[src/rtl/sdi_xcvr_pkg.sv]
// Shared state encodings and default timing for the SDI transceiver reset sequencer.
package sdi_xcvr_pkg;

  localparam int SYNC_STAGES      = 2;
  localparam int DEF_T_DIG        = 32;
  localparam int DEF_LTD_CYCLES   = 1024;
  localparam int DEF_LOCK_TIMEOUT = 65536;

  typedef enum logic [2:0] {
    TX_CAL_WAIT = 3'd0,
    TX_ANA_REL  = 3'd1,
    TX_DIG_WAIT = 3'd2,
    TX_DIG_REL  = 3'd3,
    TX_READY    = 3'd4
  } tx_state_t;

  typedef enum logic [2:0] {
    RX_CAL_WAIT = 3'd0,
    RX_ANA_REL  = 3'd1,
    RX_LTD_WAIT = 3'd2,
    RX_DIG_WAIT = 3'd3,
    RX_DIG_REL  = 3'd4,
    RX_READY    = 3'd5
  } rx_state_t;

endpackage

[src/rtl/sdi_xcvr_rx_rst_fsm.sv]
// One RX channel: status synchronisers, lock-stability/timeout counters and reset FSM.
module sdi_xcvr_rx_rst_fsm
  import sdi_xcvr_pkg::*;
#(
  parameter int T_DIG        = DEF_T_DIG,
  parameter int LTD_CYCLES   = DEF_LTD_CYCLES,
  parameter int LOCK_TIMEOUT = DEF_LOCK_TIMEOUT,
  parameter int CNT_W        = $clog2(DEF_LOCK_TIMEOUT + 1)
) (
  input  logic clk,
  input  logic rst,
  input  logic cal_busy,
  input  logic ana_stat,
  input  logic dig_stat,
  input  logic locked,
  output logic ana_rst,
  output logic dig_rst,
  output logic ready,
  output logic lock_loss
);

  localparam logic [CNT_W-1:0] LTD_M1 = CNT_W'(LTD_CYCLES - 1);
  localparam logic [CNT_W-1:0] DIG_M1 = CNT_W'(T_DIG - 1);
  localparam logic [CNT_W-1:0] TMO_M1 = CNT_W'(LOCK_TIMEOUT - 1);

  function automatic logic [CNT_W-1:0] sat_inc(input logic [CNT_W-1:0] v);
    return (v == '1) ? v : v + 1'b1;
  endfunction

  logic [SYNC_STAGES-1:0] cal_sync, ana_sync, dig_sync, ltd_sync;
  logic cal_s, ana_s, dig_s, ltd_s;

  rx_state_t state, state_n;
  logic [CNT_W-1:0] cnt, cnt_n, tmo, tmo_n;
  logic loss_n;

  // Synchroniser reset values assume the worst case: calibrating, in reset, unlocked.
  always_ff @(posedge clk or posedge rst) begin
    if (rst) begin
      cal_sync <= '1;
      ana_sync <= '1;
      dig_sync <= '1;
      ltd_sync <= '0;
    end else begin
      cal_sync <= {cal_sync[SYNC_STAGES-2:0], cal_busy};
      ana_sync <= {ana_sync[SYNC_STAGES-2:0], ana_stat};
      dig_sync <= {dig_sync[SYNC_STAGES-2:0], dig_stat};
      ltd_sync <= {ltd_sync[SYNC_STAGES-2:0], locked};
    end
  end

  assign cal_s = cal_sync[SYNC_STAGES-1];
  assign ana_s = ana_sync[SYNC_STAGES-1];
  assign dig_s = dig_sync[SYNC_STAGES-1];
  assign ltd_s = ltd_sync[SYNC_STAGES-1];

  always_comb begin
    state_n = state;
    cnt_n   = '0;
    tmo_n   = '0;
    loss_n  = 1'b0;
    case (state)
      RX_CAL_WAIT: if (!cal_s) state_n = RX_ANA_REL;
      RX_ANA_REL:  if (!ana_s) state_n = RX_LTD_WAIT;
      RX_LTD_WAIT: begin
        // A stable lock on the last allowed cycle still counts as success.
        if (ltd_s && cnt == LTD_M1) begin
          state_n = RX_DIG_WAIT;
        end else if (tmo == TMO_M1) begin
          state_n = RX_CAL_WAIT;
          loss_n  = 1'b1;
        end else begin
          cnt_n = ltd_s ? sat_inc(cnt) : '0;
          tmo_n = sat_inc(tmo);
        end
      end
      RX_DIG_WAIT: begin
        if (!ltd_s)             state_n = RX_LTD_WAIT;
        else if (cnt == DIG_M1) state_n = RX_DIG_REL;
        else                    cnt_n   = sat_inc(cnt);
      end
      RX_DIG_REL: if (!dig_s) state_n = RX_READY;
      RX_READY: begin
        if (!ltd_s) begin
          state_n = RX_LTD_WAIT;
          loss_n  = 1'b1;
        end
      end
      default: state_n = RX_CAL_WAIT;
    endcase
    if (cal_s && state != RX_CAL_WAIT) begin
      state_n = RX_CAL_WAIT;
      cnt_n   = '0;
      tmo_n   = '0;
      loss_n  = 1'b0;
    end
  end

  always_ff @(posedge clk or posedge rst) begin
    if (rst) begin
      state     <= RX_CAL_WAIT;
      cnt       <= '0;
      tmo       <= '0;
      ana_rst   <= 1'b1;
      dig_rst   <= 1'b1;
      ready     <= 1'b0;
      lock_loss <= 1'b0;
    end else begin
      state     <= state_n;
      cnt       <= cnt_n;
      tmo       <= tmo_n;
      ana_rst   <= (state_n == RX_CAL_WAIT);
      dig_rst   <= !(state_n == RX_DIG_REL || state_n == RX_READY);
      ready     <= (state == RX_READY) && (state_n == RX_READY);
      lock_loss <= loss_n;
    end
  end

endmodule

[src/rtl/sdi_xcvr_reset_seq.sv]
// N-channel SDI PHY reset sequencer: shared TX FSM plus one independent RX FSM per channel.
module sdi_xcvr_reset_seq
  import sdi_xcvr_pkg::*;
#(
  parameter int NUM_CH       = 1,
  parameter int T_DIG        = DEF_T_DIG,
  parameter int LTD_CYCLES   = DEF_LTD_CYCLES,
  parameter int LOCK_TIMEOUT = DEF_LOCK_TIMEOUT,
  localparam int CNT_W       = $clog2(LOCK_TIMEOUT + 1)
) (
  input  logic              reconfig_clk,
  input  logic              reconfig_reset,
  input  logic              pll_locked,
  input  logic [NUM_CH-1:0] tx_cal_busy,
  input  logic [NUM_CH-1:0] rx_cal_busy,
  input  logic [NUM_CH-1:0] tx_analogreset_stat,
  input  logic [NUM_CH-1:0] tx_digitalreset_stat,
  input  logic [NUM_CH-1:0] rx_analogreset_stat,
  input  logic [NUM_CH-1:0] rx_digitalreset_stat,
  input  logic [NUM_CH-1:0] rx_is_lockedtodata,
  output logic [NUM_CH-1:0] tx_analogreset,
  output logic [NUM_CH-1:0] tx_digitalreset,
  output logic [NUM_CH-1:0] rx_analogreset,
  output logic [NUM_CH-1:0] rx_digitalreset,
  output logic              tx_ready,
  output logic [NUM_CH-1:0] rx_ready,
  output logic [NUM_CH-1:0] rx_lock_loss
);

  localparam int DIG_W = $clog2(T_DIG + 1);
  localparam logic [DIG_W-1:0] DIG_M1 = DIG_W'(T_DIG - 1);

  logic [SYNC_STAGES-1:0]             pll_sync;
  logic [SYNC_STAGES-1:0][NUM_CH-1:0] tx_cal_sync, tx_ana_sync, tx_dig_sync;
  logic pll_s, cal_idle, ana_done, dig_done;

  tx_state_t state, state_n;
  logic [DIG_W-1:0] dig_cnt, dig_cnt_n;

  always_ff @(posedge reconfig_clk or posedge reconfig_reset) begin
    if (reconfig_reset) begin
      pll_sync    <= '0;
      tx_cal_sync <= '1;
      tx_ana_sync <= '1;
      tx_dig_sync <= '1;
    end else begin
      pll_sync    <= {pll_sync[SYNC_STAGES-2:0], pll_locked};
      tx_cal_sync <= {tx_cal_sync[SYNC_STAGES-2:0], tx_cal_busy};
      tx_ana_sync <= {tx_ana_sync[SYNC_STAGES-2:0], tx_analogreset_stat};
      tx_dig_sync <= {tx_dig_sync[SYNC_STAGES-2:0], tx_digitalreset_stat};
    end
  end

  assign pll_s    = pll_sync[SYNC_STAGES-1];
  assign cal_idle = ~|tx_cal_sync[SYNC_STAGES-1];
  assign ana_done = ~|tx_ana_sync[SYNC_STAGES-1];
  assign dig_done = ~|tx_dig_sync[SYNC_STAGES-1];

  always_comb begin
    state_n   = state;
    dig_cnt_n = '0;
    case (state)
      TX_CAL_WAIT: if (pll_s && cal_idle) state_n = TX_ANA_REL;
      TX_ANA_REL:  if (ana_done) state_n = TX_DIG_WAIT;
      TX_DIG_WAIT: begin
        if (dig_cnt == DIG_M1) state_n   = TX_DIG_REL;
        else                   dig_cnt_n = dig_cnt + 1'b1;
      end
      TX_DIG_REL:  if (dig_done) state_n = TX_READY;
      TX_READY:    state_n = TX_READY;
      default:     state_n = TX_CAL_WAIT;
    endcase
    if (!pll_s && state != TX_CAL_WAIT) begin
      state_n   = TX_CAL_WAIT;
      dig_cnt_n = '0;
    end
  end

  // Outputs are decoded from the next state so they change cleanly on the clock edge.
  always_ff @(posedge reconfig_clk or posedge reconfig_reset) begin
    if (reconfig_reset) begin
      state           <= TX_CAL_WAIT;
      dig_cnt         <= '0;
      tx_analogreset  <= '1;
      tx_digitalreset <= '1;
      tx_ready        <= 1'b0;
    end else begin
      state           <= state_n;
      dig_cnt         <= dig_cnt_n;
      tx_analogreset  <= {NUM_CH{state_n == TX_CAL_WAIT}};
      tx_digitalreset <= {NUM_CH{!(state_n == TX_DIG_REL || state_n == TX_READY)}};
      tx_ready        <= (state == TX_READY) && (state_n == TX_READY);
    end
  end

  for (genvar i = 0; i < NUM_CH; i++) begin : g_rx
    sdi_xcvr_rx_rst_fsm #(
      .T_DIG        (T_DIG),
      .LTD_CYCLES   (LTD_CYCLES),
      .LOCK_TIMEOUT (LOCK_TIMEOUT),
      .CNT_W        (CNT_W)
    ) u_rx (
      .clk       (reconfig_clk),
      .rst       (reconfig_reset),
      .cal_busy  (rx_cal_busy[i]),
      .ana_stat  (rx_analogreset_stat[i]),
      .dig_stat  (rx_digitalreset_stat[i]),
      .locked    (rx_is_lockedtodata[i]),
      .ana_rst   (rx_analogreset[i]),
      .dig_rst   (rx_digitalreset[i]),
      .ready     (rx_ready[i]),
      .lock_loss (rx_lock_loss[i])
    );
  end

endmodule

[config.mk]
export PLATFORM = sky130hd
export DESIGN_NAME = sdi_xcvr_reset_seq
export DESIGN_NICKNAME = d
export VERILOG_FILES = /design/src/rtl/sdi_xcvr_pkg.sv /design/src/rtl/sdi_xcvr_rx_rst_fsm.sv /design/src/rtl/sdi_xcvr_reset_seq.sv
export SDC_FILE = /design/constraint.sdc
export NUM_CORES = 1
export LEC_CHECK = 0
export BUFFER_PORTS_ARGS = -buffer_cell sky130_fd_sc_hd__buf_2
export CORE_MARGIN = 2
export CORE_UTILIZATION = 40
export DETAILED_ROUTE_END_ITERATION = 12
export HOLD_SLACK_MARGIN = 0.15
export PLACE_DENSITY = 0.66
export SETUP_SLACK_MARGIN = 0.1
export SLEW_MARGIN = 5
export SYNTH_ARGS = -nofsm -noshare
export SYNTH_HDL_FRONTEND = slang
export SYNTH_HIERARCHICAL = 1
export SYNTH_SLANG_ARGS = --single-unit
export TNS_END_PERCENT = 30
[constraint.sdc]
create_clock -name reconfig_clk -period 2.69 [get_ports reconfig_clk]
set_input_delay 0.4035 -clock reconfig_clk [delete_from_list [all_inputs] [get_ports reconfig_clk]]
set_output_delay 0.4035 -clock reconfig_clk [all_outputs]
set_load 0.03 [all_outputs]
==> results of run 1 <==
-- logic make-up (layout without fill, tap and decap cells) --
logic type / count (synthesis) / count (layout) / synth area share [%]
fa+ha+maj: 4 / 4 / 1.45
mux: 5 / 5 / 1.56
compound gates: 59 / 59 / 12.4
xor+xnor: 17 / 17 / 4.54
buf+inv: 20 / 54 / 2.86
simple gates: 142 / 142 / 24.0
flops: 69 / 69 / 53.3
-- per-layer routing --
| layer | share of wire [%] | GRT usage [%] |
|---|---|---|
| met1 | 47 | 19.7 |
| met2 | 49 | 24.8 |
| met3 | 2.9 | 5.03 |
| met4 | 1.6 | 6.16 |
| met5 | 0 | 0 |
-- layout by cell type (no fill, tap or decap), types with 4 or more instances in the layout --
cell type | netlist | routed
a211oi_1 | 4 | 4
a21oi_1 | 20 | 20
and3_1 | 9 | 9
and4_1 | 8 | 8
buf_2 | 3 | 16
buf_4 | 0 | 4
clkbuf_8 | 0 | 10
dfrtp_1 | 53 | 53
dfstp_2 | 16 | 16
dlygate4sd3_1 | 0 | 7
inv_1 | 11 | 10
mux2i_1 | 4 | 4
nand2_1 | 21 | 21
nand3_1 | 20 | 20
nand4_1 | 7 | 7
nor2_1 | 36 | 36
nor3b_1 | 4 | 4
o21ai_0 | 9 | 9
o31ai_1 | 4 | 4
or3_1 | 9 | 9
xor2_1 | 14 | 14
-- registers in the layout, indices dropped and copies added (netlist names), 2 cells and up --
signal	cells
dig_cnt	6
g_rx.u_rx/ana_sync	2
g_rx.u_rx/cal_sync	2
g_rx.u_rx/cnt	17
g_rx.u_rx/dig_sync	2
g_rx.u_rx/ltd_sync	2
g_rx.u_rx/state	3
g_rx.u_rx/tmo	17
pll_sync	2
state	3
tx_ana_sync	2
tx_cal_sync	2
tx_dig_sync	2
-- cell usage after synthesis, types with 3 or more instances --
| cell | n | area [µm²] |
|---|---|---|
| dfrtp_1 | 53 | 1330 |
| o21ai_0 | 9 | 45.0 |
| nor3_1 | 3 | 15.0 |
| inv_1 | 11 | 41.3 |
| o31ai_1 | 4 | 30.0 |
| a21oi_1 | 20 | 100 |
| and4_1 | 8 | 70.1 |
| mux2i_1 | 4 | 40.0 |
| a211oi_1 | 4 | 30.0 |
| clkbuf_1 | 4 | 15.0 |
| xnor2_1 | 3 | 26.3 |
| nand2_1 | 21 | 78.8 |
| nand3_1 | 20 | 100 |
| ha_1 | 3 | 37.5 |
| dfstp_2 | 16 | 420 |
| xor2_1 | 14 | 123 |
| nand4_1 | 7 | 43.8 |
| nor2_1 | 36 | 135 |
| nor3b_1 | 4 | 30.0 |
| or3_1 | 9 | 56.3 |
| or2_2 | 3 | 18.8 |
| and2_1 | 3 | 18.8 |
| buf_2 | 3 | 15.0 |
| and3_1 | 9 | 56.3 |
-- metrics by stage --
stage / utilization, % / worst slack, ps
after global placement: 42.9 / 370
after detailed placement: 42.9 / 254
after CTS: 46.7 / 258
final: 46.8 / 368
after global routing: 46.8 / 182
after floorplan: - / 688
-- final cells by class --
type / count / area, µm² / area share (%)
Clock buffer: 12 / 145 / 3.83
Clock inverter: 4 / 95.1 / 2.51
Inverter: 11 / 41.3 / 1.09
Multi-Input combinational cell: 227 / 1450 / 38.2
Sequential cell: 69 / 1750 / 46.1
Tap cell: 105 / 131 / 3.47
Timing Repair Buffer: 27 / 180 / 4.76
-- final timing paths --
path / end / slack (ps) / cells past startpoint / startpoint
max: g_rx[0].u_rx/cnt[12] / 370 / 6 / g_rx[0].u_rx/tmo[0]
min: g_rx[0].u_rx/ltd_sync[0] / 170 / 1 / rx_is_lockedtodata
max reg2reg: g_rx[0].u_rx/cnt[12] / 370 / 6 / g_rx[0].u_rx/tmo[0]
min reg2reg: pll_sync[1] / 340 / 0 / pll_sync[0]
max in group asynchronous: g_rx[0].u_rx/cal_sync[0] / 1710 / 3 / reconfig_reset
min in group asynchronous: pll_sync[1] / 180 / 2 / reconfig_reset
-- power groups by stage --
stage / logic (mW) / registers [mW] / clock network [mW]
floorplan: 0.258 / 1.19 / 0
global placement: 0.318 / 1.20 / 0
detailed placement: 0.320 / 1.20 / 0
CTS: 0.330 / 1.18 / 1.05
global route: 0.373 / 1.19 / 1.09
finish: 0.332 / 1.18 / 1.01
-- critical path, stage by stage, from the launching register on --
cell	delay, ps
dfrtp_1	430
ha_1	290
and4_1	240
and4_1	210
a2111oi_1	580
a31oi_4	190
nor3b_1	260
-- timing repair --
action | CTS | global route
buffers inserted | 0 | 0
resized for setup | 0 | 1
endpoints found under the setup margin | 0 | 17
hold buffers | 7 | 0
endpoints found under the hold margin | 7 | 0
==> flow_summary.json, run 1 <==
{
  "dr.pass1.iters": 4,
  "number_of_standard_cell_rows_in_the_floorplan": 33,
  "fillerInstances": 794,
  "ys.warnings.count": 6,
  "finClkSkew_ps": 9.28,
  "postSynthRegisterBits": 69,
  "routed_via_density": 5.43,
  "grt_overflow_total": 0,
  "buffer_ports.inserted": 16,
  "p_switching_mw": 0.642,
  "critical_path_class": "flip-flop to flip-flop",
  "placedInstanceArea_um2": 3470,
  "grt_pass1_vias": 2350,
  "worst_slew_pin_slew_ps": 929,
  "cts_tree": "yes",
  "critical_path.startpoint_type": "flip-flop",
  "stdcell_area_um2": 3790,
  "initial_core_util_pct": 40.5,
  "p_clk_share_pct": 40.1,
  "num_io_pins": 17,
  "antenna-diode-count": 0,
  "slew_violations": 0,
  "clock_latency_ps": 340,
  "ys_async_sr_fraction_pct": 100,
  "crit_required_ps": 2940,
  "die_width_um": 94.5,
  "finalHoldViolCount": 0,
  "core_area_um2": 8090,
  "finalSetupViolations": 0,
  "hold_path.class": "input port to flip-flop",
  "htreeDepth": 3,
  "ctsLongestPathBuffers": 2,
  "relSlewSlack_pct": 38.0,
  "cts_root_buffer": "clkbuf_8",
  "grt_setup_unrepaired": "no",
  "place.gp.congestion": 0.848,
  "global_route_wire_length_before_repair_um": 10800,
  "synth.cell_area_um2": 3280,
  "clkSinkCount": 69,
  "grtUsageTotal_pct": 15.6,
  "status": "finished, final reports clean",
  "syn-mean-instance-area_um2": 10.4,
  "clock_edge_transition_at_the_registers_on_the_reported_setup_and_hold_paths_ps": 70,
  "drt_first_iter_violations": 86,
  "area_growth_syn_to_layout_pct": 15.5,
  "synth_cell_type_count": 60,
  "wirelength_um": 6180,
  "routedWlPerCell_um": 13.6,
  "grt_antenna_before_repair": 0,
  "power.density_cell_area_nw_per_um2": 666,
  "syn-instance-count": 316,
  "grt_max_degree": 46,
  "power.static_leakage_nw": 1.56,
  "postSynthNetCount": 329,
  "maxCapViolations": 0,
  "internal-power_mw": 1.88,
  "die_outline_area_um2": 8940,
  "ir_worst_vdd_mv": 0.217,
  "post-route-drc-count": 0,
  "post-route-period-util_pct": 86.3,
  "floorplan.die.height_um": 94.5,
  "finalHoldWorstSlack_ps": 174,
  "ys.flop_type": "dfrtp_1",
  "endpoint_kind": "flip-flop",
  "sequentialPowerShare_pct": 46.8,
  "share_comb_of_total_power_pct": 13.2,
  "crit_fanout": 17,
  "finalNetCount": 358,
  "layoutNonFillerInstCount": 455,
  "via_count_of_the_routed_design": 2472,
  "worst_ep_arrival_time_ps": 2570,
  "place_inst": 432,
  "synth_enable_flop_cells": 0,
  "ys_seq_area_share_pct": 53.3,
  "p_total_mw": 2.52,
  "cts_inserted_buffers": 9,
  "ant_nets": 0,
  "drive_gt1_share_pct": 17.7,
  "swShare_pct": 25.4,
  "maxClockFrequency_ghz": 0.431,
  "hpwlAfterDp_um": 4250,
  "post-route-min-period_ps": 2320,
  "totalNegativeSetupSlack_ps": 0
}
(Power assumes the default switching activity.)
==> run 2, diff against run 1 <==
--- a/config.mk
+++ b/config.mk
@@ -10,7 +10,7 @@
 export CORE_UTILIZATION = 40
 export DETAILED_ROUTE_END_ITERATION = 12
 export HOLD_SLACK_MARGIN = 0.15
-export PLACE_DENSITY = 0.66
+export PLACE_DENSITY = 0.63
 export SETUP_SLACK_MARGIN = 0.1
 export SLEW_MARGIN = 5
 export SYNTH_ARGS = -nofsm -noshare
==> run 2 against run 1 <==
  * First-iteration DRC count shrank 5.8%
  * Via count fell by 0.97%
  * Critical path depth unchanged
  * Clock power down 19%
  * Die area did not move
  * Register-to-register slack is essentially flat
  * Highest routed layer unchanged
==> flow_summary.json, run 2 (synthesis gave the netlist of run 1 again) <==
{
  "crit_path_max_incr_delay_ps": 610,
  "crit_fanout": 17,
  "finalHoldViolCount": 0,
  "critPathSlowestCell": "a2111oi_1",
  "post_cts.repair.setup_buffers": 0,
  "num_io_pins": 17,
  "clock_edge_transition_at_the_registers_on_the_reported_setup_and_hold_paths_ps": 80,
  "maxCapViolations": 0,
  "grt_max_degree": 48,
  "grt_overflow_total": 0,
  "layout.cells.most_common": "dfrtp_1",
  "routed_via_density": 5.39,
  "core_area_um2": 8090,
  "cts_root_buffer": "clkbuf_8",
  "power.density_cell_area_nw_per_um2": 622,
  "via_count_of_the_routed_design": 2448,
  "ant_nets": 0,
  "status": "finished, final reports clean",
  "number_of_standard_cell_rows_in_the_floorplan": 33,
  "power.static_leakage_nw": 1.54,
  "final_core_utilization_pct": 46.1,
  "area_growth_syn_to_layout_pct": 13.7,
  "critPathMostFrequentCell": "and4_1",
  "clkSinkCount": 69,
  "die_width_um": 94.5,
  "fillerInstances": 799,
  "cts_tree": "yes",
  "post-route-period-util_pct": 86.5,
  "cts_inserted_buffers": 9,
  "clock_latency_ps": 340,
  "crit_required_ps": 2940,
  "endpoint_kind": "flip-flop",
  "initial_core_util_pct": 40.5,
  "wirelength_um": 6140,
  "grt_pass1_vias": 2334,
  "hold_path.class": "input port to async pin",
  "finClkSkew_ps": 14.4,
  "die_outline_area_um2": 8940,
  "critical_path.startpoint_type": "flip-flop",
  "post-route-drc-count": 0,
  "totalNegativeSetupSlack_ps": 0,
  "maxClockFrequency_ghz": 0.430,
  "ir_worst_vdd_mv": 0.298,
  "grt_antenna_before_repair": 0,
  "finalSetupViolations": 0,
  "drive_gt1_share_pct": 18.1,
  "placedInstanceArea_um2": 3460,
  "finalNetCount": 357,
  "routedWlPerCell_um": 13.5,
  "dr.pass1.iters": 4,
  "worst_ep_arrival_time_ps": 2580,
  "path_cells": "ha_1 > and4_1 > and4_1 > a2111oi_1 > a31oi_4 > nor3b_1",
  "reg.largest.list": "g_rx.u_rx/cnt (17), g_rx.u_rx/tmo (17), dig_cnt (6)",
  "grt_setup_unrepaired": "no",
  "worst_slew_pin_slew_ps": 964,
  "post-route-min-period_ps": 2330,
  "critical_path_class": "flip-flop to flip-flop",
  "global_route_wire_length_before_repair_um": 10800,
  "grtUsageTotal_pct": 15.5,
  "ctsLongestPathBuffers": 2,
  "buffer_ports.inserted": 16,
  "stdcell_area_um2": 3730,
  "hpwlAfterDp_um": 4250,
  "drt_first_iter_violations": 81,
  "slew_violations": 0,
  "relSlewSlack_pct": 35.6,
  "final_cell_mix": "dfrtp_1 (53), nor2_1 (36), nand2_1 (21)",
  "place.gp.congestion": 0.872,
  "antenna-diode-count": 0,
  "floorplan.die.height_um": 94.5,
  "htreeDepth": 3
}
-- run 2: cell count changes in the layout (fill, tap and decap cells not counted) --
cell,delta
clkinvlp_4,+1
clkbuf_8,-1
bufinv_16,-2
clkinv_4,+1
clkbuf_1,-2
buf_4,-1
clkinv_2,+3
-- run 2: power breakdown --
part	switching, mW	internal (mW)	total [mW]
Clock	0.392	0.423	0.815
Combinational	0.200	0.126	0.327
Sequential	0.0669	1.11	1.18
Total	0.659	1.66	2.32
-- run 2: metrics by stage --
stage          hold slack [ps]  worst slack [ps]  power, mW  std cells
3_5_place_dp               342               238       1.52        431
2_1_floorplan              331               688       1.45        316
4_1_cts                    153               226       2.35        453
5_1_grt                    159               190       2.46        454
6_report                   176               364       2.32        454
3_3_place_gp               332               353       1.51        431
-- run 2: layer usage --
metal / wire (µm) / global-route usage, % / vias to the layer above
li1: - / - / 1213
met4: 93 / 5.92 / 0
met1: 2830 / 19.4 / 1194
met3: 206 / 4.55 / 8
met2: 3010 / 25.5 / 33
met5: 0 / 0 / -
-- run 2: path summary, 6_finish.rpt --
path	start	endpoint	slack [ps]	cells after the start
worst max register to register	g_rx[0].u_rx/tmo[0]	g_rx[0].u_rx/cnt[12]	360	6
worst min-delay path	reconfig_reset	pll_sync[1]	180	2
max in group asynchronous	reconfig_reset	g_rx[0].u_rx/cal_sync[1]	1670	3
worst min register to register	pll_sync[0]	pll_sync[1]	340	0
worst max-delay path	g_rx[0].u_rx/tmo[0]	g_rx[0].u_rx/cnt[12]	360	6
min in group reconfig_clk	pll_locked	pll_sync[0]	180	1
-- run 2: cell type report --
cell class              instances  area (µm²)  area share (%)
clock buffers                   9         124            3.32
clock inverters                 7        66.3            1.78
inverters                      11        41.3            1.11
multi-input cells             227        1450            38.8
flip-flops and latches         69        1750            46.8
well taps                     105         131            3.52
repair buffers                 26         173            4.63
-- run 2: critical path: cells and delay by family (launching register included) --
family / cells / cell delay [ps]
flops: 1 / 430
compound gates: 2 / 800
fa+ha+maj: 1 / 290
simple gates: 3 / 700
-- run 2: what timing repair did --
| action | in CTS | in global routing |
|---|---|---|
| endpoints found under the setup margin | 0 | 16 |
| gates resized for setup | 0 | 1 |
| endpoints found under the hold margin | 6 | 1 |
| hold buffers | 6 | 1 |
==> run 3, diff against run 2 <==
--- a/config.mk
+++ b/config.mk
@@ -5,6 +5,7 @@
 export SDC_FILE = /design/constraint.sdc
 export NUM_CORES = 1
 export LEC_CHECK = 0
+export ABC_AREA = 1
 export BUFFER_PORTS_ARGS = -buffer_cell sky130_fd_sc_hd__buf_2
 export CORE_MARGIN = 2
 export CORE_UTILIZATION = 40
==> constraint.sdc (replaced) <==
create_clock -name reconfig_clk -period 2.86 [get_ports reconfig_clk]
set_input_delay 0.429 -clock reconfig_clk [delete_from_list [all_inputs] [get_ports reconfig_clk]]
set_output_delay 0.429 -clock reconfig_clk [all_outputs]
set_load 0.03 [all_outputs]
==> run 3 against run 2 <==
  * Total power rose by 16%
  * Die area rose by 12%
  * Clock power rose by 20%
  * Setup slack improved by 610 ps
  * Combinational power rose by 81%
  * Global-route usage rose by 1.1 points
  * Via count rose by 26%
  * Non-clock buffer count fell by 4
  * Critical endpoint is now g_rx[0].u_rx/cnt[3]
==> flow_summary.json, run 3 <==
{
  "status": "finished, final reports clean",
  "routedWlPerCell_um": 12.6,
  "area_occupied_by_multi_input_gates_um2": 1690,
  "global_route_wire_length_before_repair_um": 13200,
  "grt_overflow_total": 0,
  "post-route-drc-count": 0,
  "ir_worst_vdd_mv": 0.377,
  "critPathSlowestCell": "dfrtp_1",
  "antenna-diode-count": 0,
  "stdcell_area_um2": 4200,
  "grt_setup_unrepaired": "no",
  "grt_util_met2_pct": 26.3,
  "clkSinkCount": 69,
  "reg.largest.list": "g_rx.u_rx/cnt (17), g_rx.u_rx/tmo (17), dig_cnt (6)",
  "crit_required_ps": 3100,
  "routed_via_density": 5.05,
  "core_area_um2": 9110,
  "die_outline_area_um2": 10000,
  "path_cells": "ha_1 > nand2_2 > nor2_4 > nand2_2 > nor2_4 > nand2_4 > inv_6 > o21ai_4 > nand2_4 > nor2_1",
  "syn-mean-instance-area_um2": 7.97,
  "dr.pass1.iters": 5,
  "grt_pass1_vias": 2931,
  "ys_seq_area_share_pct": 47.2,
  "dominant_combinational_cell_family_by_area_after_synthesis": "simple AND/OR/NAND/NOR gates",
  "finalHoldViolCount": 0,
  "p_total_mw": 2.70,
  "final_core_utilization_pct": 46.1,
  "sequentialPowerShare_pct": 42.0,
  "synthMostInstantiatedCell": "nand2_1",
  "worst_ep_arrival_time_ps": 2130,
  "place_inst": 590,
  "finalNetCount": 507,
  "drt_first_iter_violations": 150,
  "timing.reg2reg.worst_path_depth": 10,
  "hold_start": "tx_analogreset_stat",
  "cts_root_buffer": "clkbuf_8",
  "worst_slew_pin_slew_ps": 1030,
  "num_io_pins": 17,
  "postSynthRegisterBits": 69,
  "wirelength_um": 7690,
  "yosys-mux-area-fraction_pct": 0,
  "synth_area_leader_cell": "dfrtp_1",
  "synth_top_cell_area_share_pct": 35.8,
  "die_width_um": 100,
  "swShare_pct": 32.1,
  "totalNegativeSetupSlack_ps": 0,
  "ant_nets": 0,
  "post_cts.repair.setup_buffers": 0,
  "critical_path_class": "flip-flop to flip-flop",
  "ctsLongestPathBuffers": 2,
  "crit_fanout": 9,
  "grt_max_degree": 50,
  "drive_gt1_share_pct": 18.6,
  "clock_latency_ps": 350,
  "grt_antenna_before_repair": 0,
  "cts_inserted_buffers": 9,
  "grtUsageTotal_pct": 16.6,
  "grtUsageMet1_pct": 21.8,
  "yosys.area_share.simple_pct": 35.8,
  "initial_core_util_pct": 40.6,
  "regArea_um2": 1750,
  "post-route-period-util_pct": 66.1,
  "place.gp.congestion": 0.944,
  "finalSetupViolations": 0,
  "worst_hold_path.endpoint": "tx_ana_sync[0]",
  "synth_fa_ha_area_share_pct": 1.01,
  "buffer_ports.inserted": 16,
  "critical_path.reg2reg.endpoint": "g_rx[0].u_rx/cnt[3]",
  "fillerInstances": 896,
  "synth_enable_flop_cells": 0,
  "ys.flop_type": "dfrtp_1",
  "floorplan.die.height_um": 100,
  "maxCapViolations": 0,
  "htreeDepth": 3,
  "endpoint_kind": "flip-flop",
  "p_clk_share_pct": 36.1,
  "number_of_standard_cell_rows_in_the_floorplan": 35,
  "r2r_start": "g_rx[0].u_rx/tmo[0]",
  "hpwlAfterDp_um": 5570,
  "clock_edge_transition_at_the_registers_on_the_reported_setup_and_hold_paths_ps": 80,
  "critical_path_buf_inv_count": 1,
  "postSynthNetCount": 477,
  "share_comb_of_total_power_pct": 21.9,
  "via_count_of_the_routed_design": 3081,
  "power.static_leakage_nw": 1.94,
  "synth_cell_type_count": 39,
  "post-route-min-period_ps": 1890,
  "finClkSkew_ps": 11.0,
  "synth-compound-area-share_pct": 5.99,
  "synthTopCellsByArea": "dfrtp_1 (36%), dfstp_2 (11%), nand2_1 (10%)",
  "final_cell_mix": "nand2_1 (99), nor2_1 (81), inv_1 (58)",
  "relSlewSlack_pct": 31.4,
  "grt_busiest_layer": "met2",
  "hold_path.class": "input port to flip-flop",
  "critical_path.startpoint_type": "flip-flop",
  "layout.cells.most_common": "nand2_1",
  "hold_path_stages": 1,
  "internal-power_mw": 1.83,
  "placedInstanceArea_um2": 3920,
  "cts_tree": "yes",
  "synth_commonest_cells": "nand2_1 (99), nor2_1 (81), inv_1 (59), dfrtp_1 (53), nand3_1 (37)",
  "crit_path_max_incr_delay_ps": 470,
  "power.density_cell_area_nw_per_um2": 643,
  "synth_xor_xnor_area_share_pct": 2.84,
  "slew_violations": 0,
  "syn-instance-count": 464,
  "cell_family_contributing_the_most_delay_on_the_critical_path": "simple AND/OR/NAND/NOR gates",
  "p_switching_mw": 0.868,
  "ys_async_sr_fraction_pct": 100,
  "maxClockFrequency_ghz": 0.529,
  "synth.cell_area_um2": 3700,
  "layoutNonFillerInstCount": 610,
  "area_growth_syn_to_layout_pct": 13.5,
  "ys.warnings.count": 6,
  "cts_resized": 0,
  "r2r_slack_ps": 970,
  "grt_util_met3_pct": 4.67
}
[run 3: cell types whose count changed in the layout (fill, tap and decap cells not counted), moves of 13 or more]
| cell | previous run | this run |
|---|---|---|
| nor2_1 | 36 | 81 |
| nand3_1 | 20 | 37 |
| nand2_1 | 21 | 99 |
| inv_1 | 10 | 58 |
| a21oi_1 | 20 | 7 |
[run 3: final cells by class]
class	count	share of cell area, %
Sequential cell	69	41.6
Multi-Input combinational cell	328	40.2
Inverter	64	5.84
Tap cell	111	3.31
Timing Repair Buffer	22	3.22
Clock buffer	9	2.95
Clock inverter	7	2.86
[run 3: through the flow]
step | hold slack (ps) | worst slack [ps]
2_1_floorplan | 331 | 1210
3_3_place_gp | 335 | 1060
3_5_place_dp | 340 | 1010
4_1_cts | 151 | 1000
5_1_grt | 153 | 777
6_report | 180 | 969
[run 3: what timing repair did]
action / 4_1_cts / 5_1_grt
hold buffers: 4 / 0
hold endpoints to repair: 4 / 0
setup endpoints to repair: 0 / 0
[run 3: metal layers]
| metal | vias to the layer above | share of wire, % |
|---|---|---|
| met5 | - | 0 |
| met4 | 0 | 1.8 |
| met3 | 15 | 4.3 |
| met2 | 70 | 47 |
| met1 | 1454 | 47 |
| li1 | 1542 | - |
[run 3: power by group through the flow]
| stage | Sequential [mW] | Combinational (mW) | Clock [mW] |
|---|---|---|---|
| after floorplan | 1.19 | 0.412 | 0 |
| after global placement | 1.15 | 0.574 | 0 |
| after detailed placement | 1.15 | 0.586 | 0 |
| after CTS | 1.13 | 0.596 | 1.01 |
| after global routing | 1.14 | 0.660 | 1.05 |
| final | 1.13 | 0.592 | 0.974 |
[run 3: worst register-to-register path, stage by stage, from the launching register on]
cell and delay, ps:
dfrtp_1 470, ha_1 280, nand2_2 100, nor2_4 140
nand2_2 110, nor2_4 190, nand2_4 100, inv_6 90
o21ai_4 110, nand2_4 140, nor2_1 60
[run 3: kinds of logic (layout without fill, tap and decap cells)]
kind of cell             Yosys count  count (layout)
adder cells (fa/ha/maj)            3               3
flip-flops                        69              69
XOR/XNOR                          12              12
AND/OR/NAND/NOR                  279             279
buffers and inverters             67             102
AO/OA/AOI/OAI                     34              34
[run 3: worst max path at each step]
stage	from	to	slack (ps)	depth (start not counted)
floorplan	g_rx[0].u_rx/tmo[0]	g_rx[0].u_rx/cnt[3]	1210	10
global placement	g_rx[0].u_rx/tmo[0]	g_rx[0].u_rx/cnt[3]	1060	10
detailed placement	g_rx[0].u_rx/tmo[0]	g_rx[0].u_rx/cnt[3]	1010	10
CTS	g_rx[0].u_rx/tmo[0]	g_rx[0].u_rx/cnt[3]	1000	10
global route	g_rx[0].u_rx/tmo[0]	g_rx[0].u_rx/ana_rst	780	11
finish	g_rx[0].u_rx/tmo[0]	g_rx[0].u_rx/cnt[3]	970	10
